--- config.mk ---
export PLATFORM = sky130hd
export DESIGN_NAME = rvx_async_channel_arbiter
export DESIGN_NICKNAME = d
export VERILOG_FILES = /design/src/rtl/rvx_async_channel_arbiter.sv
export SDC_FILE = /design/constraint.sdc
export NUM_CORES = 1
export LEC_CHECK = 0
export BUFFER_PORTS_ARGS = -buffer_cell sky130_fd_sc_hd__buf_2
export CAP_MARGIN = 5
export CORE_UTILIZATION = 45
export CTS_BUF_LIST = sky130_fd_sc_hd__clkbuf_8
export CTS_CLUSTER_SIZE = 30
export DETAILED_ROUTE_END_ITERATION = 16
export PLACE_DENSITY = 0.8
export SETUP_SLACK_MARGIN = 0.2
export SLEW_MARGIN = 20
export SYNTH_ARGS = -nofsm -noshare
export SYNTH_HDL_FRONTEND = slang
export SYNTH_SLANG_ARGS = --single-unit
export TNS_END_PERCENT = 1
--- constraint.sdc ---
create_clock -name clk -period 2.5 [get_ports clk]
set_input_delay 0.375 -clock clk [delete_from_list [all_inputs] [get_ports clk]]
set_output_delay 0.375 -clock clk [all_outputs]
set_load 0.1 [all_outputs]
--- src/rtl/rvx_async_channel_arbiter.sv ---
// rtl/rvx_async_channel_arbiter.sv - round-robin packet arbiter in front of an async FIFO write port
// A grant is held for a whole packet; each beat is tagged with its source id in a one-entry output register.
module rvx_async_channel_arbiter #(
  parameter int NUM_REQ    = 4,
  parameter int DATA_WIDTH = 4,
  parameter int ID_WIDTH   = $clog2(NUM_REQ)
) (
  input  logic                         clk,
  input  logic                         rstp,
  input  logic [NUM_REQ-1:0]           req_valid,
  input  logic [NUM_REQ*DATA_WIDTH-1:0] req_data,
  input  logic [NUM_REQ-1:0]           req_last,
  output logic [NUM_REQ-1:0]           req_ready,
  output logic                         out_valid,
  output logic [ID_WIDTH+DATA_WIDTH-1:0] out_data,
  output logic                         out_last,
  input  logic                         out_ready,
  output logic                         busy,
  output logic [ID_WIDTH-1:0]          grant_id
);

  typedef enum logic {IDLE = 1'b0, GRANT = 1'b1} state_t;

  state_t                state;
  state_t                next_state;
  logic [ID_WIDTH-1:0]   rr_ptr;
  logic [ID_WIDTH-1:0]   pick_id;
  logic [ID_WIDTH-1:0]   next_ptr;
  logic                  pick_found;
  logic [ID_WIDTH:0]     cand;
  logic                  accept;
  logic [DATA_WIDTH-1:0] beat_data;
  logic                  beat_last;

  // Search starts at rr_ptr; one extra bit lets the sum wrap for non-power-of-two counts.
  always_comb begin
    pick_found = 1'b0;
    pick_id    = '0;
    cand       = '0;
    for (int k = 0; k < NUM_REQ; k++) begin
      cand = (ID_WIDTH+1)'(rr_ptr) + (ID_WIDTH+1)'(k);
      if (cand >= (ID_WIDTH+1)'(NUM_REQ)) begin
        cand = cand - (ID_WIDTH+1)'(NUM_REQ);
      end
      if (!pick_found && req_valid[cand[ID_WIDTH-1:0]]) begin
        pick_found = 1'b1;
        pick_id    = cand[ID_WIDTH-1:0];
      end
    end
  end

  assign next_ptr = (pick_id == ID_WIDTH'(NUM_REQ-1)) ? '0 : pick_id + ID_WIDTH'(1);

  always_comb begin
    req_ready = '0;
    if (state == GRANT && (!out_valid || out_ready)) begin
      req_ready[grant_id] = 1'b1;
    end
  end

  assign beat_data = req_data[int'(grant_id)*DATA_WIDTH +: DATA_WIDTH];
  assign beat_last = req_last[grant_id];
  assign accept    = req_valid[grant_id] & req_ready[grant_id];
  assign busy      = (state == GRANT);

  always_comb begin
    next_state = state;
    case (state)
      IDLE:    if (pick_found) next_state = GRANT;
      GRANT:   if (accept && beat_last) next_state = IDLE;
      default: next_state = IDLE;
    endcase
  end

  always_ff @(posedge clk) begin
    if (rstp) begin
      state <= IDLE;
    end else begin
      state <= next_state;
    end
  end

  always_ff @(posedge clk) begin
    if (rstp) begin
      grant_id <= '0;
      rr_ptr   <= '0;
    end else if (state == IDLE && pick_found) begin
      grant_id <= pick_id;
      rr_ptr   <= next_ptr;
    end
  end

  // A new beat takes precedence over draining, so back-to-back beats keep out_valid high.
  always_ff @(posedge clk) begin
    if (rstp) begin
      out_valid <= 1'b0;
      out_data  <= '0;
      out_last  <= 1'b0;
    end else if (accept) begin
      out_valid <= 1'b1;
      out_data  <= {grant_id, beat_data};
      out_last  <= beat_last;
    end else if (out_ready) begin
      out_valid <= 1'b0;
    end
  end

endmodule

==> impl_results.md <==
- Worst path depth: 4
- #FFs+latches synth: 13
- Clock buffer depth: 2
- Max_slew headroom: between 60% and 70%
- Wirelength per Cell: between 10 and 15 microns
- FF-to-FF path depth: 4
- Pwr dens: 703 nW/um^2
- Tcrit/Tclk final: 77.5%
- Post-CTS setup buffers: 0
- Critical path fanouts, max: 4
- GR Util All Layers: about 25%
- Finished Core Util: 69.2%
- R2r startpoint: grant_id[0]
- Number of synthesized flops with an enable pin: 0
- FP Rows: 14
- Skew final: approximately 0.00045 ns
- Reg-to-Reg End: out_data[4]
- Final #Nets: 150
- H-Tree Depth: 1
- Mean post-synth cell area: between 9 and 10 sq um
- Met2 usage in global routing: approximately 42%
- Final Hold Fails: 0
- Final HPWL DP: between 1500 and 2000 microns
- Area after DPL: about 1100 sq um
- Leakage: about 0.52 nW
- Total number of vias: 802
- Setup WS pre-CTS: around 0.66 ns
- Gates resized, CTS repair: 0
- Hold Path Depth: 2
- Gpl congestion: 0.759
- Initial antenna violation count: 0
- CP Cell Sequence: nand2b_1, nand2_1, nor3b_4, buf_2
- Reg2Reg Setup Slack: approximately 0.8 ns
- Core Box Area: approximately 1600 sq um
- Vias in the first global route: about 760
- Post-Syn Area: a little over 800 sq um
- Die Area: ~2000 sq um
- Seq pwr share: roughly a third
- Hold Crit Start: rstp
- Sequential share of the synthesized area: around a third
- CTS root buffer: clkbuf_8
- Crit path buf inv count: 1
- Clock sink total: 13
- Worst Path Required: ~2.1 ns
- Slew Limit Fails: 0
- ANT cells: 0
- Overall Power: 0.775 mW
- RSZ-0062 raised after global routing: false
- Mapped Cells: 82
- Worst Tran Pin Value: between 0.5 and 0.6 ns
- Total grt overflow: 0
- Residual DRC: 0
- Die height: between 40 and 50 microns
- CP arrival: approximately 1.6 ns
- Synth Warn #: 0
- Synth unique cells: 28
- Worst hold endpoint: grant_id[0]
- Sequential cell area: 270 sq um
- Clock group share of total power: between 20% and 30%
- Share of cells above drive strength 1: slightly above 50%
- Filler instances: about 140
- Busiest grt layer: met2
- Syn nets: between 100 and 150
- Max rail drop VDD: between 500 and 600 uV
- Worst skew pair latency: 0.24 ns
- Critical-path top delay cell: buf_2
- Number of DRC markers in iteration 0: 13
- Cts hold-fix bufs: 0
- IO Port Bufs: between 40 and 50
- CTS tree: yes
- Post-Route WL: ~2100 microns
- Initial Utilization: between 50% and 60%
- Number of I/O pins: 42
- CTS Buf Count: 3
- Crit-path leading delay family: simple AND/OR/NAND/NOR gates
- Switching share of total power: 43.1%
- Internal: between 0.4 and 0.5 mW
- Type of origin of the critical path: register
- Min-Delay Path Class: in -> reg
- Area of the multi-input gates: 548 sq um
- Critical path type: reg -> out
- PnR worst setup slack: 0.563 ns
- Vias per cell: around 5.5
- Met3 Track Usage GR: 7.76%
- Final ANT Viol Nets: 0
- First-pass GRT wire length: 3400 microns
- CP Capture Type: output pin
- Most frequent cells in the layout: 41 x buf_2, 12 x nor2_1, 9 x mux2i_1, 9 x dfxtp_1, 7 x a21oi_1
- Syn-to-layout area delta: 36.6%
- Die W: roughly 44 microns
- Switching Power: 0.334 mW
- Most common flop cell mapped by yosys: dfxtp_1
- Comb pwr share: about two fifths
- DRT Pass-1 Iters: 4
- Fmax achieved: between 0.5 and 0.6 GHz
- Reg clk slew, reported paths: approximately 0.05 ns
- CP max stage delay: ~0.44 ns
- Max-cap viol count: 0
- Post-Route Setup TNS: 0 ns
- Largest net degree at the start of global routing: 14
- Commonest non-fill, non-tap cell in the layout: buf_2
- Period minus WS final: roughly 1.9 ns
- M1 GR Usage: between 20% and 30%
- # setup viols final: 0
- Design area: ~1100 sq um
- Async set or reset register ratio after synthesis: 0%
- Status: finished clean
==> Yosys cell counts, drive strengths merged (3+ instances only) <==
master | count | area, sq um
nand2 | 4 | 15.0
nor2 | 12 | 45.0
mux4 | 6 | 135
buf | 4 | 25.0
a21oi | 7 | 35.0
nand2b | 3 | 18.8
nor3 | 4 | 20.0
dfxtp | 13 | 260
nor2b | 3 | 21.3
mux2i | 9 | 90.1
==> worst register-to-register path, cell delays in order, from the launching register on <==
cell and delay [ns]:
dfxtp_4 0.47, mux4_2 0.55, nand3_2 0.23, mux2i_1 0.25, nor2_1 0.07
==> registers in the layout, indices dropped and copies added (netlist names), named ones only <==
name / flops
out_valid: 1
grant_id: 2
out_last: 1
out_data: 6
busy: 1
rr_ptr: 1
==> layout make-up <==
type                    count  area share (%)
multi-input cells          63            49.7
flip-flops and latches     13            24.5
repair buffers             41            18.6
clock buffers               3            3.75
well taps                  24            2.72
clock inverters             1           0.341
inverters                   1           0.341
==> cell families after synthesis <==
| kind of cell | Yosys count | share of synthesized area [%] |
|---|---|---|
| xor gates and xnor gates | 1 | 1.09 |
| muxes | 16 | 29.8 |
| and+or+nand+nor | 32 | 20.8 |
| DFF | 13 | 32.2 |
| AOI/OAI and AO/OA | 14 | 12.1 |
| buffers and inverters | 6 | 4.03 |
==> power by group through the flow <==
stage | clock [mW] | combinational [mW] | sequential [mW]
after global placement | 0 | 0.315 | 0.268
final | 0.185 | 0.324 | 0.265
after CTS | 0.188 | 0.325 | 0.266
after detailed placement | 0 | 0.323 | 0.270
after floorplan | 0 | 0.179 | 0.356
after global routing | 0.203 | 0.342 | 0.269
==> through the flow <==
| step | instances | hold WS (ns) |
|---|---|---|
| 6_report | 146 | 0.469 |
| 5_1_grt | 146 | 0.475 |
| 4_1_cts | 146 | 0.464 |
| 3_5_place_dp | 142 | 0.488 |
| 3_3_place_gp | 142 | 0.465 |
| 2_1_floorplan | 82 | 0.440 |
==> routing by layer <==
| metal | part of all wire, % | wire length, microns |
|---|---|---|
| met2 | 51 | 1080 |
| met1 | 41 | 857 |
| met5 | 0 | 0 |
| met4 | 1.9 | 39 |
| met3 | 5.9 | 123 |
==> worst max-delay path by stage <==
| stage | start | end | slack (ns) |
|---|---|---|---|
| finish | out_valid | req_ready[1] | 0.56 |
| global route | out_valid | req_ready[2] | 0.50 |
| global placement | out_ready | req_ready[1] | 0.68 |
| detailed placement | out_ready | req_ready[1] | 0.66 |
| floorplan | grant_id[1] | req_ready[2] | 0.25 |
| CTS | out_valid | req_ready[1] | 0.56 |
Power figures use the tool's default switching activity.
